==> src/rtl/controlador_compuerta_param.sv <==
// Parametrised parking-gate access controller with edge-qualified PIN entry.
// Optional auto-close timer in ABIERTO is enabled by defining CIERRE_AUTO_EN.
module controlador_compuerta_param #(
  parameter int                PIN_W        = 8,
  parameter logic [PIN_W-1:0]  PIN_CORRECTO = 8'b00010000,
  parameter int                MAX_INTENTOS = 3,
  parameter int                CNT_W        = 2,
  parameter int                T_ABIERTO    = 64
) (
  input  logic             Clk,
  input  logic             Reset,
  input  logic             Vehiculo,
  input  logic             Termino,
  input  logic             enterPin,
  input  logic [PIN_W-1:0] Pin,
  output logic             Cerrado,
  output logic             Abierto,
  output logic             Alarma,
  output logic             Bloqueo,
  output logic [CNT_W-1:0] Intentos
);

  if (MAX_INTENTOS < 1 || MAX_INTENTOS > 255 ||
      MAX_INTENTOS > (2**CNT_W) - 1 || T_ABIERTO < 1) begin : g_param_err
    $error("controlador_compuerta_param: bad parameters");
  end

  typedef enum logic [2:0] {
    CERRADO    = 3'd0,
    ESPERA_PIN = 3'd1,
    ALARMA_PIN = 3'd2,
    ABIERTO    = 3'd3,
    BLOQUEO    = 3'd4
  } estado_e;

  localparam logic [CNT_W:0] MAX_C = (CNT_W+1)'(MAX_INTENTOS);

  estado_e          state_q, state_d;
  logic [CNT_W-1:0] cnt_q, cnt_d;
  logic             ent_q;
  logic             ev, ok, bad;
  logic [CNT_W:0]   cnt_inc;
  logic [CNT_W-1:0] cnt_sat;

  assign ev  = enterPin & ~ent_q;
  assign ok  = ev & (Pin == PIN_CORRECTO);
  assign bad = ev & (Pin != PIN_CORRECTO);

  assign cnt_inc = {1'b0, cnt_q} + 1'b1;
  assign cnt_sat = (cnt_inc >= MAX_C) ? MAX_C[CNT_W-1:0]
                                      : cnt_inc[CNT_W-1:0];

`ifdef CIERRE_AUTO_EN
  localparam int TW = (T_ABIERTO > 1) ? $clog2(T_ABIERTO) : 1;
  localparam logic [TW-1:0] T_LOAD = TW'(T_ABIERTO - 1);

  logic [TW-1:0] tmr_q, tmr_d;
  logic          expiro;

  assign expiro = (tmr_q == '0);
`else
  logic expiro;

  assign expiro = 1'b0;
`endif

  always_comb begin
    state_d = state_q;
    cnt_d   = cnt_q;
    unique case (state_q)
      CERRADO: begin
        if (Vehiculo) state_d = ESPERA_PIN;
      end
      ESPERA_PIN: begin
        if (ok) begin
          state_d = ABIERTO;
          cnt_d   = '0;
        end else if (bad) begin
          cnt_d = cnt_sat;
          if (cnt_inc >= MAX_C) state_d = ALARMA_PIN;
        end
      end
      ALARMA_PIN: begin
        if (ok) begin
          state_d = ABIERTO;
          cnt_d   = '0;
        end else if (bad) begin
          cnt_d = cnt_sat;
        end
      end
      ABIERTO: begin
        unique case (1'b1)
          Vehiculo & Termino:  state_d = BLOQUEO;
          Termino & ~Vehiculo: state_d = CERRADO;
          expiro:              state_d = CERRADO;
          default:             state_d = ABIERTO;
        endcase
      end
      BLOQUEO: begin
        if (ok) begin
          state_d = ABIERTO;
          cnt_d   = '0;
        end
      end
      default: state_d = CERRADO;
    endcase
  end

`ifdef CIERRE_AUTO_EN
  // Reload on every entry to ABIERTO, count down while staying there.
  always_comb begin
    tmr_d = tmr_q;
    if (state_d == ABIERTO && state_q != ABIERTO) tmr_d = T_LOAD;
    else if (state_q == ABIERTO && !expiro)       tmr_d = tmr_q - 1'b1;
  end

  always_ff @(posedge Clk) begin
    if (Reset) tmr_q <= '0;
    else       tmr_q <= tmr_d;
  end
`endif

  always_ff @(posedge Clk) begin
    if (Reset) begin
      state_q <= CERRADO;
      cnt_q   <= '0;
      ent_q   <= 1'b0;
    end else begin
      state_q <= state_d;
      cnt_q   <= cnt_d;
      ent_q   <= enterPin;
    end
  end

  assign Cerrado  = (state_q == CERRADO);
  assign Abierto  = (state_q == ABIERTO);
  assign Alarma   = (state_q == ALARMA_PIN) || (state_q == BLOQUEO);
  assign Bloqueo  = (state_q == BLOQUEO);
  assign Intentos = cnt_q;

endmodule
==> config.mk <==
export PLATFORM = sky130hd
export DESIGN_NAME = controlador_compuerta_param
export DESIGN_NICKNAME = d
export VERILOG_FILES = /design/src/rtl/controlador_compuerta_param.sv
export SDC_FILE = /design/constraint.sdc
export NUM_CORES = 1
export LEC_CHECK = 0
export ABC_AREA = 1
export BUFFER_PORTS_ARGS = -buffer_cell sky130_fd_sc_hd__buf_4
export CORE_AREA = 4 4 41 43
export CTS_BUF_LIST = sky130_fd_sc_hd__clkbuf_8 sky130_fd_sc_hd__clkbuf_16
export DETAILED_ROUTE_END_ITERATION = 16
export DIE_AREA = 0 0 45 47
export MAX_ROUTING_LAYER = met4
export PLACE_DENSITY = 0.7
export SYNTH_ARGS = -nofsm -noshare
export SYNTH_HDL_FRONTEND = slang
export SYNTH_SLANG_ARGS = --single-unit
==> constraint.sdc <==
create_clock -name Clk -period 3.4 [get_ports Clk]
set_input_delay 0.17 -clock Clk [delete_from_list [all_inputs] [get_ports Clk]]
set_output_delay 0.17 -clock Clk [all_outputs]
set_load 0.02 [all_outputs]
==> run summary <==
Clk sink count = 6
Wl on met1 = 428 um
Mapped cell area = 468 sq um
Top cell family by delay on the critical path = flip-flops
Slowest-stage cell, CP = dfxtp_1
Max stage delay on crit path = 0.38 ns
Ranking of synthesized cells by area = dfxtp_1 26%, nand2_1 18%, inv_1 13%
Share of the synthesized area in the top cell type = 25.7%
Switching Fraction = 44.1%
# hold bufs at CTS = 0
# DRC = 0
Die W = 45 um
Buf/Inv on CP = 3
Largest net degree at the start of global routing = 7
Clk slew on worst S/H paths = 0.04 ns
Crit-path cells = inv_1, nand2_2, nand2_1, nand2_2, inv_1, buf_4
H-tree levels = 1
Per-cell routed wire length = 8.98 um
Slew @ Worst Pin = 0.233 ns
Clock Path Buffers = 2
Via density = 4.51
Startpoint types = register
DRT Pass-1 Iters = 4
Total Die Area = 2120 sq um
Diode count = 0
CP Data Required Time = 3.23 ns
Ports = 19
Worst setup path class = reg2out
RSZ-0062 raised after global routing = false
Fin util = 51.0%
MaxCap Viol Count = 0
First-pass GRT wire length = 1680 um
Global route overflow = 0
Clock power share = 22.2%
Post-synth net total = 97
Leakage power = 0.380 nW
Synth-to-Final Area Change = 41.7%
Max Slew Vio Count = 0
Int Pwr = 0.272 mW
Detail Placement HPWL = 925 um
Worst setup EP type = output pin
Levels on crit path = 6
Crit share post-route = 38.7%
Via count of the first global-routing pass = 454
Vias after detailed routing = 541
Dominant cell type by area after synthesis = dfxtp_1
Synthesis-stage register bit count = 6
Synth unique cells = 13
GRT Util Overall = 11.8%
Routed wire length = 1080 um
CP Max Fanout = 4
Slew headroom = 84.5%
Worst R2R Path Depth = 9
Fmax = 759 MHz
Comb pwr share = 55.5%
TritonCTS clock tree = built
Post-route cell area = 663 sq um
Sequential Power Share = 22.3%
RePlAce Congestion = 0.786
Post-Synthesis Cells = 84
WP data arrival = 1.15 ns
DP Area = 622 sq um
Initial antenna violation count = 0
Port Buf Inserts = 18
Worst vdd ir = 345 uV
CTS root buf = clkbuf_8
Met2 Wirelength = 569 um
Fin Clk Skew = 0.00238 ns
Num CTS Buffers = 3
Clock latency on the worst-skew pair = 0.22 ns
Drt initial violations = 10
Max Used Layer = met4
Setup-failing EPs final = 0
Yosys warnings = 0
R2R Setup Slk = 2.23 ns
Resized Gates After CTS = 0
Setup TNS = 0 ns
Post-CTS Setup Bufs = 0
Worst min path class = in2reg
Min Tclk post-route = 1.32 ns
Sw power = 0.214 mW
Starting Density = 36.0%
Detail Route Antenna Nets = 0
Core Footprint = 1300 sq um
Hold Crit Depth = 2
Avg Cell Area, Syn = 5.57 sq um
Nets@finish = 120
Status = finished clean
DIE HEIGHT = 47 um
Register area share after synthesis = 25.7%
Met3 Routed Length = 50 um
Num rows = 13
Cell Pwr Density = 732 nW/um^2
Layout cells sized above 1 = 34.3%
Final Hold Viols = 0
==> sequential cells by signal, indices dropped and copies added, names as in the netlist <==
signal    cells
ent_q         1
state_q       3
Intentos      2
==> final timing paths <==
kind | to | start
min reg2reg | Intentos[1]$_SDFFE_PP0P_ | Intentos[1]$_SDFFE_PP0P_
max reg2reg | state_q[0]$_SDFFE_PP0P_ | state_q[0]$_SDFFE_PP0P_
max | Alarma | state_q[0]$_SDFFE_PP0P_
min | state_q[2]$_SDFFE_PP0P_ | Reset
==> cell type report <==
cell class / count / area [sq um]
timing repair buffer: 18 / 135
multi-input combinational: 58 / 273
fill: 134 / 638
clock buffer: 3 / 41.3
inverter: 20 / 75.1
sequential: 6 / 120
tap: 15 / 18.8
==> layout by cell type (no fill, tap or decap), drive strengths merged <==
cell / Yosys / layout
nand4: 2 / 2
buf: 0 / 18
nand3: 8 / 8
nand2: 28 / 28
dfxtp: 6 / 6
clkbuf: 0 / 3
a21oi: 3 / 3
o21ai: 2 / 2
inv: 20 / 20
nor2: 15 / 15
==> kinds of logic after synthesis <==
group           after synthesis  synth area share [%]
simple gates                 53                  52.1
buf+inv                      20                  16.0
flops                         6                  25.7
compound gates                5                  6.15
==> synth_stat cells, drive strengths merged <==
| cell | count |
|---|---|
| a21oi | 3 |
| dfxtp | 6 |
| inv | 20 |
| nand2 | 28 |
| nand3 | 8 |
| nand4 | 2 |
| nor2 | 15 |
| o21ai | 2 |
==> power groups by stage <==
stage	combinational (mW)	clock, mW	sequential, mW
2_1_floorplan	0.198	0	0.110
3_3_place_gp	0.272	0	0.108
3_5_place_dp	0.271	0	0.110
4_1_cts	0.272	0.112	0.109
5_1_grt	0.304	0.116	0.112
6_report	0.269	0.108	0.108
==> metrics by stage <==
| step | power, mW | worst slack (ns) | cells | hold WS, ns |
|---|---|---|---|---|
| floorplan | 0.308 | 2.22 | 84 | 0.239 |
| global placement | 0.381 | 2.20 | 117 | 0.347 |
| detailed placement | 0.381 | 2.23 | 117 | 0.352 |
| CTS | 0.492 | 2.07 | 120 | 0.118 |
| global route | 0.532 | 2.00 | 120 | 0.131 |
| finish | 0.486 | 2.08 | 120 | 0.118 |
==> metal layers <==
metal,track usage (%),up-vias
met5,-,-
met4,10.5,0
met3,2.30,3
met1,11.4,229
met2,20.1,16
li1,-,293
Note: power is estimated with default switching activity, not from simulation.
